<file path="src/rtl/spi_rom_arbiter_pkg.sv">
// Shared constants and state encoding for the SPI flash ROM arbiter.
// Imported by the top level and by the bit engine.
package spi_rom_arbiter_pkg;

    localparam logic [7:0]  SPI_CMD_READ = 8'h03;
    localparam int unsigned SPI_CMD_LEN  = 8;
    localparam int unsigned SPI_ADDR_LEN = 24;
    localparam int unsigned SPI_PRE_LEN  = SPI_CMD_LEN + SPI_ADDR_LEN;

    typedef enum logic [2:0] {
        ST_IDLE = 3'd0,
        ST_CMD  = 3'd1,
        ST_ADDR = 3'd2,
        ST_DATA = 3'd3,
        ST_GAP  = 3'd4
    } arb_state_e;

    // True on the eighth bit of a byte, given the free-running 5-bit bit counter.
    function automatic logic last_bit_of_byte(input logic [4:0] cnt);
        return (cnt[2:0] == 3'd7);
    endfunction

endpackage

</file>
<file path="src/rtl/spi_rom_arbiter_bit_engine.sv">
// SPI bit engine: clk/2 SCLK phase toggle, 32-bit CMD+ADDR shifter, 8-bit receive
// shifter and a 5-bit bit counter that wraps after the preamble.
module spi_rom_arbiter_bit_engine
    import spi_rom_arbiter_pkg::*;
(
    input  logic        clk,
    input  logic        reset_n,
    input  logic        start_i,
    input  logic        en_i,
    input  logic [31:0] preamble_i,
    input  logic        miso_i,
    output logic        sclk_o,
    output logic        mosi_o,
    output logic        bit_end_o,
    output logic [4:0]  bit_cnt_o,
    output logic [7:0]  rx_byte_o
);

    logic        phase_q, phase_d;
    logic [31:0] sh_q, sh_d;
    logic [7:0]  rx_q, rx_d;
    logic [4:0]  bit_cnt_q, bit_cnt_d;

    // Next-state: phase B ends each bit, shifting MOSI out and MISO in together.
    always_comb begin
        phase_d   = phase_q;
        sh_d      = sh_q;
        rx_d      = rx_q;
        bit_cnt_d = bit_cnt_q;
        if (start_i) begin
            phase_d   = 1'b0;
            sh_d      = preamble_i;
            rx_d      = 8'h00;
            bit_cnt_d = 5'd0;
        end else if (en_i) begin
            phase_d = ~phase_q;
            if (phase_q) begin
                sh_d      = {sh_q[30:0], 1'b0};
                rx_d      = {rx_q[6:0], miso_i};
                bit_cnt_d = bit_cnt_q + 5'd1;
            end else begin
                rx_d = rx_q;
            end
        end else begin
            phase_d = 1'b0;
        end
    end

    // Engine registers.
    always_ff @(posedge clk or negedge reset_n) begin
        if (!reset_n) begin
            phase_q   <= 1'b0;
            sh_q      <= 32'h0000_0000;
            rx_q      <= 8'h00;
            bit_cnt_q <= 5'd0;
        end else begin
            phase_q   <= phase_d;
            sh_q      <= sh_d;
            rx_q      <= rx_d;
            bit_cnt_q <= bit_cnt_d;
        end
    end

    // The shifter is empty after the preamble, so MOSI falls to 0 during DATA by itself.
    assign sclk_o    = en_i & phase_q;
    assign mosi_o    = en_i & sh_q[31];
    assign bit_end_o = en_i & phase_q;
    assign bit_cnt_o = bit_cnt_q;
    assign rx_byte_o = {rx_q[6:0], miso_i};

endmodule

</file>
<file path="src/rtl/spi_rom_arbiter.sv">
// Two-port SPI flash ROM read arbiter: port 0 has priority, bursts are non-preemptive,
// received bytes are tagged with the owning requester.
module spi_rom_arbiter
    import spi_rom_arbiter_pkg::*;
#(
    parameter logic [7:0]  READ_CMD = SPI_CMD_READ,
    parameter int unsigned CS_GAP   = 2
) (
    input  logic        clk,
    input  logic        reset_n,
    input  logic        req0,
    input  logic [23:0] addr0,
    input  logic [7:0]  len0,
    output logic        ack0,
    input  logic        req1,
    input  logic [23:0] addr1,
    input  logic [7:0]  len1,
    output logic        ack1,
    output logic        busy,
    output logic [7:0]  rd_data,
    output logic        rd_valid,
    output logic        rd_id,
    output logic        done,
    output logic        spi_cs,
    output logic        spi_sclk,
    output logic        spi_mosi,
    input  logic        spi_miso
);

    localparam logic [7:0] GAP_LOAD = 8'(CS_GAP - 1);

    arb_state_e  state_q, state_d;
    logic [7:0]  byte_cnt_q, byte_cnt_d;
    logic [7:0]  gap_cnt_q, gap_cnt_d;
    logic        id_q, id_d;
    logic [7:0]  rd_data_q, rd_data_d;
    logic        rd_valid_q, rd_valid_d;
    logic        rd_id_q, rd_id_d;
    logic        done_q, done_d;

    logic        grant0_s, grant1_s, grant_s, cs_s;
    logic [31:0] preamble_s;
    logic        bit_end_s;
    logic [4:0]  bit_cnt_s;
    logic [7:0]  rx_byte_s;

    // Grant is decided in IDLE only; port 0 wins a same-cycle tie.
    assign grant0_s   = reset_n && (state_q == ST_IDLE) && req0;
    assign grant1_s   = reset_n && (state_q == ST_IDLE) && !req0 && req1;
    assign grant_s    = grant0_s | grant1_s;
    assign preamble_s = grant1_s ? {READ_CMD, addr1} : {READ_CMD, addr0};
    assign cs_s       = (state_q == ST_CMD) || (state_q == ST_ADDR) || (state_q == ST_DATA);

    spi_rom_arbiter_bit_engine u_engine (
        .clk        (clk),
        .reset_n    (reset_n),
        .start_i    (grant_s),
        .en_i       (cs_s),
        .preamble_i (preamble_s),
        .miso_i     (spi_miso),
        .sclk_o     (spi_sclk),
        .mosi_o     (spi_mosi),
        .bit_end_o  (bit_end_s),
        .bit_cnt_o  (bit_cnt_s),
        .rx_byte_o  (rx_byte_s)
    );

    // Burst sequencing, byte countdown and read-data strobe generation.
    always_comb begin
        state_d    = state_q;
        byte_cnt_d = byte_cnt_q;
        gap_cnt_d  = gap_cnt_q;
        id_d       = id_q;
        rd_data_d  = rd_data_q;
        rd_valid_d = 1'b0;
        rd_id_d    = rd_id_q;
        done_d     = 1'b0;
        case (state_q)
            ST_IDLE: begin
                if (grant_s) begin
                    state_d    = ST_CMD;
                    id_d       = grant1_s;
                    byte_cnt_d = grant1_s ? len1 : len0;
                end else begin
                    state_d = ST_IDLE;
                end
            end
            ST_CMD: begin
                if (bit_end_s && (bit_cnt_s == 5'(SPI_CMD_LEN - 1))) begin
                    state_d = ST_ADDR;
                end else begin
                    state_d = ST_CMD;
                end
            end
            ST_ADDR: begin
                if (bit_end_s && (bit_cnt_s == 5'(SPI_PRE_LEN - 1))) begin
                    state_d = ST_DATA;
                end else begin
                    state_d = ST_ADDR;
                end
            end
            ST_DATA: begin
                if (bit_end_s && last_bit_of_byte(bit_cnt_s)) begin
                    rd_valid_d = 1'b1;
                    rd_data_d  = rx_byte_s;
                    rd_id_d    = id_q;
                    if (byte_cnt_q == 8'd0) begin
                        done_d    = 1'b1;
                        state_d   = ST_GAP;
                        gap_cnt_d = GAP_LOAD;
                    end else begin
                        byte_cnt_d = byte_cnt_q - 8'd1;
                    end
                end else begin
                    state_d = ST_DATA;
                end
            end
            ST_GAP: begin
                if (gap_cnt_q == 8'd0) begin
                    state_d = ST_IDLE;
                end else begin
                    gap_cnt_d = gap_cnt_q - 8'd1;
                end
            end
            default: begin
                state_d = ST_IDLE;
            end
        endcase
    end

    // Control registers; an asynchronous reset abandons any burst in flight.
    always_ff @(posedge clk or negedge reset_n) begin
        if (!reset_n) begin
            state_q    <= ST_IDLE;
            byte_cnt_q <= 8'd0;
            gap_cnt_q  <= 8'd0;
            id_q       <= 1'b0;
            rd_data_q  <= 8'h00;
            rd_valid_q <= 1'b0;
            rd_id_q    <= 1'b0;
            done_q     <= 1'b0;
        end else begin
            state_q    <= state_d;
            byte_cnt_q <= byte_cnt_d;
            gap_cnt_q  <= gap_cnt_d;
            id_q       <= id_d;
            rd_data_q  <= rd_data_d;
            rd_valid_q <= rd_valid_d;
            rd_id_q    <= rd_id_d;
            done_q     <= done_d;
        end
    end

    assign ack0     = grant0_s;
    assign ack1     = grant1_s;
    assign busy     = (state_q != ST_IDLE) || grant_s;
    assign rd_data  = rd_data_q;
    assign rd_valid = rd_valid_q;
    assign rd_id    = rd_id_q;
    assign done     = done_q;
    assign spi_cs   = cs_s;

endmodule

</file>
<file path="config.mk">
export PLATFORM = sky130hd
export DESIGN_NAME = spi_rom_arbiter
export DESIGN_NICKNAME = d
export VERILOG_FILES = /design/src/rtl/spi_rom_arbiter_pkg.sv /design/src/rtl/spi_rom_arbiter_bit_engine.sv /design/src/rtl/spi_rom_arbiter.sv
export SDC_FILE = /design/constraint.sdc
export NUM_CORES = 1
export LEC_CHECK = 0
export CAP_MARGIN = 20
export CORE_MARGIN = 2
export CORE_UTILIZATION = 55
export DETAILED_ROUTE_END_ITERATION = 12
export PLACE_DENSITY_LB_ADDON = 0.2
export SLEW_MARGIN = 0
export SYNTH_ARGS = -nofsm -noshare
export SYNTH_HDL_FRONTEND = slang
export SYNTH_HIERARCHICAL = 1
export SYNTH_SLANG_ARGS = --single-unit
</file>
<file path="constraint.sdc">
create_clock -name clk -period 6.9 [get_ports clk]
set_input_delay 1.035 -clock clk [delete_from_list [all_inputs] [get_ports clk]]
set_output_delay 1.035 -clock clk [all_outputs]
set_load 0.005 [all_outputs]
</file>
-- After elaboration in Yosys (flattened, before gate mapping)
Cells that the tools add are included.
- add/subtract/negate cells: 3
- eq/ne operators: 14
- multiplexer cells: 33
- bitwise operators: 4
- reductions and logical operators: 25
- operators by type and width (kind ; number):
    $mux W32 ; 3
    $mux W8 ; 7
    $pmux W8 S2 ; 2
    $mux W24 ; 1
    $mux W7 ; 3
    $logic_not A8 Y1 ; 2
    $sub A8 B1 Y8 const B ; 2
    $mux W5 ; 3
    $pmux W3 S5 ; 1
    $mux W1 ; 9
    $mux W3 ; 3
    $ne A2 B2 Y1 const B ; 4
    $reduce_and A2 Y1 ; 4
    $reduce_and A4 Y1 ; 2
    $reduce_bool A2 Y1 ; 4
    $logic_and A1 B1 Y1 ; 7
    $eq A3 B2 Y1 const B ; 2
    $eq A3 B3 Y1 const B ; 2
    $add A5 B1 Y5 const B ; 1
    $eq A5 B3 Y1 const B ; 1
    $eq A5 B5 Y1 const B ; 1
    $ne A2 B1 Y1 const B ; 2
    $eq A3 B1 Y1 const B ; 1
    $logic_not A3 Y1 ; 1
    other kinds (8) ; 11
- flip-flop bits (word level): 76

-- Longest topological paths before layout
Gate-level depths: netlist of run 1.
- depth in word-level cells: 7
- gate-level depth with buffers: 13
- depth with buffers taken out: 10

-- Modules after synthesis
Netlist of run 1, hierarchy kept.
- by module, submodules not included (module ; times used ; cells each ; area an instance (um^2) ; sequential area each (um^2)):
    spi_rom_arbiter ; 1 ; 276 ; 2059.5 ; 775.7
    spi_rom_arbiter_bit_engine ; 1 ; 198 ; 2039.5 ; 1126.1

-- Worst setup path before layout of run 1
Ideal clock, no wire load.
- kind: input port to output port
- from: in reset_n
- to: out ack1
- arrival: 1.967 ns
- data required time: 5.865 ns
- path slack: 3.898 ns
- stages on the path: 5
- path through: nor4b_2 -> nand3b_1 -> inv_2 -> buf_2 -> buf_2
- cells in the longest elaborated chain, start to end: 3
- RTL lines (what ; line ; RTL):
    start, declared ; spi_rom_arbiter.sv:10 ; input logic reset_n,
    $logic_and A1 B1 Y1 (3 in a row) ; spi_rom_arbiter.sv:49 ; assign grant1_s = reset_n && (state_q == ST_IDLE) && !req0 && req1;
    end, declared ; spi_rom_arbiter.sv:18 ; output logic ack1,
Every way passes these cells.

-- Worst setup path after layout of run 1
Same ends and word-level chain as after synthesis.

==> summary.md, run 1 <==
| Metric | Value |
|---|---|
| Core area | ~0.0073 mm^2 |
| Layout Nets | between 600 and 700 |
| Top delay family on crit path | buffers and inverters |
| Share of layout cells above drive strength 1 | under 10% |
| Initial DRC Count | around 170 |
| Static leakage | about 2.4 nW |
| Asr flop ratio synth | 100% |
| Die Span X | about 90 um |
| Worst path cell trace | buf_4 > nor4b_2 > nand3b_1 > buf_4 > inv_2 > clkdlybuf4s50_1 |
| PostCTS Resize Cnt | 0 |
| Post-Syn Instances | about 470 |
| Fin. max-slew vios | 0 |
| Worst setup SP type | input port |
| Layout Skew | 0.0107 ns |
| Vias | 3454 |
| Peak supply drop | about 0.16 mV |
| Post-synth top flop | dfrtp_1 |
| WP data required | between 5 and 6 ns |
| CP Capture Type | output port |
| Tcrit/Tclk final | approximately two thirds |
| Clock latency at the later pin of the worst-skew pair | 0.34 ns |
| Max transition margin | approximately 38% |
| IO Pins | 86 |
| Std-Cell Rows | 31 |
| Gr ovfl total | 0 |
| Antenna violations before repair | 0 |
| DP Cell Count | 638 |
| YS warnings | 6 |
| Fmax | between 0.2 and 0.25 GHz |
| Number of synthesized flops with an enable pin | 0 |
| Hold WC Path Type | flop to flop |
| Slowest stage cell, crit path | buf_4 |
| Post-route ant nets | 0 |
| Largest net degree at the start of global routing | 81 |
| Fin cells | roughly 650 |
| Most common cell after layout, fill and taps aside | nand2_1 |
| Final WL | 8390 um |
| Die Y | 90.3 um |
| Most frequent cells in the layout | nand2_1 (162), clkdlybuf4s50_1 (84), dfrtp_1 (76) |
| DRC Markers | 0 |
| Setup TNS | 0 ns |
| Hold Buf Count CTS | 0 |
| Vias per std cell | 5.29 |
| Clk sinks | 76 |
| P&R area growth vs syn | 25.8% |
| CTS Root Cell | clkbuf_8 |
| Syn_area_per_cell | 8.65 um^2 |
| Crit path buf inv count | 4 |
| RSZ-0062 raised after global routing | no |
| Post-synthesis sequential area ratio | approximately 46% |
| Final Hold Viols | 0 |
| Crit-path max cell delay | between 0.6 and 0.7 ns |
| Inserted Clock Buffers | 9 |
| Initial Util | between 50% and 60% |
| Deepest level of the CTS H-tree | 3 |
| Synth Cell Area | about 0.0041 mm^2 |
| Clk buf depth | 2 |
| Cell mode on critical path | buf_4 |
| Hpwl dp | 5890 um |
| Outcome | complete, no violations |
| PortBufs | 85 |
| Clock transition at the registers of the reported paths | approximately 0.07 ns |
| Yosys cell types | 54 |
| Global Route Usage Sum | about a fifth |
| Flops & latches, synth | 76 |
| Post-layout util | a little under three quarters |
| Setup CP Type | input port to output port |
| Power Total | between 1.5 and 2 mW |
| Slew @ Worst Pin | between 0.9 and 1 ns |
| First-pass GRT wire length | roughly 14000 um |
| CP Max Fanout | 77 |
| DRT Pass-1 Iters | 4 |
| Placer Congestion | 0.842 |
| WP data arrival | 3.59 ns |
| Max-Cap Viols | 0 |
| Postcts setup bufs | 0 |
| Die Footprint | 0.00816 mm^2 |
| Vias in the first global route | ~3.1k |
| Tmin final | ~4.6 ns |
| # diodes | 0 |
| Routed wire per std cell | 12.8 um |
| CTS tree | built |
| Pwr/cell area | between 300 and 400 mW/mm^2 |
| Final setup fails | 0 |
-- kinds of logic (layout without fill, tap and decap cells) --
kind of cell    Yosys count  count (layout)  synth area share (%)
fa+ha+maj                 5               5                  1.53
mux                      37              37                  9.16
compound gates           84              84                  12.9
xor+xnor                  5               5                  1.07
simple gates            226             226                  23.8
flops                    76              76                  46.4
other cells               2               8                 0.183
buf+inv                  39             113                  4.94
-- Yosys cell counts, types with 5 or more instances --
| library cell | number | area share (%) |
|---|---|---|
| nand2_1 | 162 | 15 |
| dfrtp_1 | 76 | 46 |
| o21ai_1 | 34 | 4.2 |
| mux2i_1 | 33 | 8.1 |
| nor2_1 | 30 | 2.7 |
| a21oi_1 | 20 | 2.4 |
| buf_2 | 11 | 1.3 |
| clkbuf_1 | 8 | 0.73 |
| inv_1 | 8 | 0.73 |
| o21ai_0 | 6 | 0.73 |
| buf_4 | 5 | 0.92 |
| ha_1 | 5 | 1.5 |
| nand4_1 | 5 | 0.76 |
-- stage by stage --
step	setup WS [ns]	hold WS [ns]	cell area, um^2
floorplan	3.90	0.430	4120
global placement	2.28	0.450	4940
detailed placement	2.21	0.451	4940
CTS	2.20	0.460	5130
global route	2.00	0.484	5150
finish	2.27	0.462	5150
-- metal layers --
| layer | vias up | wire (um) | track usage [%] |
|---|---|---|---|
| li1 | 1722 | - | - |
| met1 | 1660 | 3800 | 29.4 |
| met2 | 66 | 4230 | 34.1 |
| met3 | 6 | 287 | 3.67 |
| met4 | 0 | 76 | 6.67 |
| met5 | - | 0 | 0 |
-- flip-flops by register name, indices dropped and copies added, names as in the netlist --
signal,flops
u_engine/sh_q,32
byte_cnt_q,8
gap_cnt_q,8
rd_data,8
u_engine/rx_q,7
u_engine/bit_cnt_o,5
state_q,3
done,1
id_q,1
rd_id,1
rd_valid,1
u_engine/phase_q,1
-- cell type report --
cell class                 count  area, um^2
fill                         609        2100
clock buffer                  12         155
inverter                      12        46.3
clock inverter                 2        35.0
tap                           99         124
timing repair buffer          87         876
multi-input combinational    365        2020
sequential                    76        1900
-- power by group --
part | switching, mW | leakage [nW] | internal [mW] | total [mW]
clock network | 0.150 | 0.0983 | 0.183 | 0.333
logic | 0.320 | 1.29 | 0.307 | 0.627
registers | 0.122 | 0.976 | 0.608 | 0.730
total | 0.593 | 2.36 | 1.10 | 1.69
-- worst paths after layout --
| path | startpoint | endpoint | slack [ns] | depth (start not counted) |
|---|---|---|---|---|
| min reg2reg | u_engine/phase_q$_DFF_PN0_ | u_engine/phase_q$_DFF_PN0_ | 0.46 | 1 |
| min in group asynchronous | reset_n | rd_valid$_DFF_PN0_ | 0.83 | 1 |
| min | u_engine/phase_q$_DFF_PN0_ | u_engine/phase_q$_DFF_PN0_ | 0.46 | 1 |
| max | reset_n | ack1 | 2.27 | 6 |
| max in group asynchronous | reset_n | byte_cnt_q[0]$_DFFE_PN0P_ | 5.46 | 1 |
| max reg2reg | state_q[0]$_DFFE_PN0P_ | byte_cnt_q[0]$_DFFE_PN0P_ | 2.66 | 10 |
No activity file was read; power rests on OpenSTA's default activity.
==> run 2: changes to the inputs <==
- CORE_UTILIZATION: 55 -> 46
- clock period: 6.9 -> 4 ns (I/O delays scaled with it)
==> summary.md, run 2 (same netlist as run 1, synthesis figures left out) <==
| Metric | Value |
|---|---|
| Hold Buf Count CTS | 0 (unchanged) |
| Inserted Clock Buffers | 9 (unchanged) |
| Max reg flops | 32 (unchanged) |
| Final Hold Viols | 0 (unchanged) |
| Largest net degree at the start of global routing | 80 (was 81) |
| Clk sinks | 76 (unchanged) |
| # diodes | 0 (unchanged) |
| Slew @ Worst Pin | 0.957 ns (was 0.935 ns) |
| Peak supply drop | 0.305 mV (was 0.155 mV) |
| Fillcell total | 802 (was 609) |
| Die Y | 98.4 um (was 90.3 um) |
| Std-Cell Rows | 34 (was 31) |
| Initial Util | 47.2% (was 56.5%) |
| Max transition margin | 36.2% (was 37.7%) |
| Setup TNS | 0 ns (unchanged) |
| Layout Nets | 628 (was 625) |
| Outcome | complete, no violations (unchanged) |
| Global Route Usage Sum | 19.6% (was 21.2%) |
| Final setup fails | 0 (unchanged) |
| Worst min-delay path startpoint | u_engine/phase_q$_DFF_PN0_ (unchanged) |
| Clk buf depth | 2 (unchanged) |
| Max-Cap Viols | 0 (unchanged) |
| Fin cells | 666 (was 653) |
| Placer Congestion | 0.799 (was 0.842) |
| DRT Pass-1 Iters | 4 (unchanged) |
| Setup CP Type | flop to output port (was input port to output port) |
| Most frequent cells in the layout | nand2_1 (162), clkdlybuf4s50_1 (84), dfrtp_1 (76) (unchanged) |
| Most common cell after layout, fill and taps aside | nand2_1 (unchanged) |
| PostCTS Resize Cnt | 0 (unchanged) |
| P&R area growth vs syn | 26.0% (was 25.8%) |
| Antenna violations before repair | 0 (unchanged) |
| Die Footprint | 0.00968 mm^2 (was 0.00816 mm^2) |
| Share of layout cells above drive strength 1 | 6.27% (was 5.60%) |
| Clock transition at the registers of the reported paths | 0.07 ns (about the same) |
| WP data required | 3.40 ns (was 5.86 ns) |
| Fin. max-slew vios | 0 (unchanged) |
| Final WL | 9000 um (was 8390 um) |
| Reg2reg start | state_q[0]$_DFFE_PN0P_ (unchanged) |
| Max layer used | met4 (unchanged) |
| Clock latency at the later pin of the worst-skew pair | 0.35 ns (was 0.34 ns) |
| PortBufs | 85 (unchanged) |
| Tcrit/Tclk final | 85.4% |
| Core area | 0.00868 mm^2 (was 0.00725 mm^2) |
| WL met2 | 4380 um (was 4230 um) |
| Routed wire per std cell | 13.5 um (was 12.8 um) |
| Postcts setup bufs | 0 (unchanged) |
| Final setup margin | 0.583 ns (was 2.27 ns) |
| CTS tree | built (unchanged) |
| Vias | 3415 (was 3454) |
| First-pass GRT wire length | 15600 um (was 14200 um) |
| Die Span X | 98.4 um (was 90.3 um) |
| Vias in the first global route | 3397 (was 3081) |
| Routed met3 length | 374 um (was 287 um) |
| CP Max Fanout | 42 (was 77) |
| WP data arrival | 2.82 ns (was 3.59 ns) |
| Most flops, register | u_engine/sh_q (unchanged) |
| M1 wire length | 4140 um (was 3800 um) |
| Hold slack | 0.461 ns (was 0.462 ns) |
| IO Pins | 86 (unchanged) |
| Tmin final | about 3.4 ns |
| Post-Place Setup Slack | 0.734 ns (was 2.21 ns) |
| Deepest level of the CTS H-tree | 3 (unchanged) |
| RSZ-0062 raised after global routing | no (unchanged) |
| Fmax | ~0.3 GHz |
| Layout Skew | 0.0107 ns (about the same) |
| CP Launch Point | state_q[0]$_DFFE_PN0P_ (was reset_n) |
| Pwr/cell area | 560 mW/mm^2 (was 328 mW/mm^2) |
| DRC Markers | 0 (unchanged) |
| Gr ovfl total | 0 (unchanged) |
| Hold WC Path Type | flop to flop (unchanged) |
| CTS Root Cell | clkbuf_8 (unchanged) |
| Post-route ant nets | 0 (unchanged) |
| Vias per std cell | 5.13 (was 5.29) |
| CP Capture Type | output port (unchanged) |
| Static leakage | 2.37 nW (was 2.36 nW) |
| Worst setup SP type | flop (was input port) |
| Initial DRC Count | 211 (was 167) |
| Hpwl dp | 6170 um (was 5890 um) |
| DP Cell Count | 651 (was 638) |
==> run 2: cell types whose count changed in the layout (fill, tap and decap cells not counted) <==
cell / change
buf_12: -1
bufinv_16: -1
clkinv_4: +2
buf_4: +4
==> run 2: worst paths after layout <==
kind,slack [ns],cells past startpoint,end
worst max-delay path,0.58,6,spi_sclk
worst min-delay path,0.46,1,u_engine/phase_q$_DFF_PN0_
worst max register to register,0.71,10,byte_cnt_q[0]$_DFFE_PN0P_
worst min register to register,0.46,1,u_engine/phase_q$_DFF_PN0_
max in group asynchronous,2.88,2,byte_cnt_q[6]$_DFFE_PN0P_
min in group asynchronous,0.49,2,gap_cnt_q[3]$_DFFE_PN0P_
==> run 2: cell type report <==
cell class | instances | area, um^2 | area share [%]
Timing Repair Buffer | 90 | 886 | 17.2
Clock inverter | 3 | 22.5 | 0.436
Inverter | 12 | 46.3 | 0.897
Multi-Input combinational cell | 365 | 2020 | 39.1
Sequential cell | 76 | 1900 | 36.8
Clock buffer | 12 | 155 | 3.00
Tap cell | 108 | 135 | 2.62
==> run 2: critical path: stages (launching register included) <==
cell	delay, ns
dfrtp_1	0.49
nor2_1	0.11
nor2_1	0.26
nand2_1	0.34
clkinv_2	0.13
buf_4	0.52
clkdlybuf4s50_1	0.62
==> run 2: where the power goes <==
group | switching, mW | internal, mW
Sequential | 0.217 | 1.05
Combinational | 0.570 | 0.526
Clock | 0.270 | 0.257
==> run 2: metal layers <==
layer / vias up / global-route usage [%]
li1: 1730 / -
met1: 1606 / 26.2
met2: 70 / 32.4
met3: 9 / 3.58
met4: 0 / 6.32
met5: - / 0
==> run 2: metrics by stage <==
step           total power, mW  cell area [um^2]  util [%]
2_1_floorplan             2.05              4120         -
3_3_place_gp              2.33              4990      57.5
3_5_place_dp              2.37              4990      57.5
4_1_cts                   2.91              5160      59.5
5_1_grt                   3.12              5160      59.5
6_report                  2.89              5160      59.5
==> run 3: changes to the inputs <==
- SKIP_LAST_GASP: default -> 1
- SLEW_MARGIN: 0 -> 20
==> results of run 3 <==
Same layout as run 2: the final DEF is identical, and so are final timing and power.
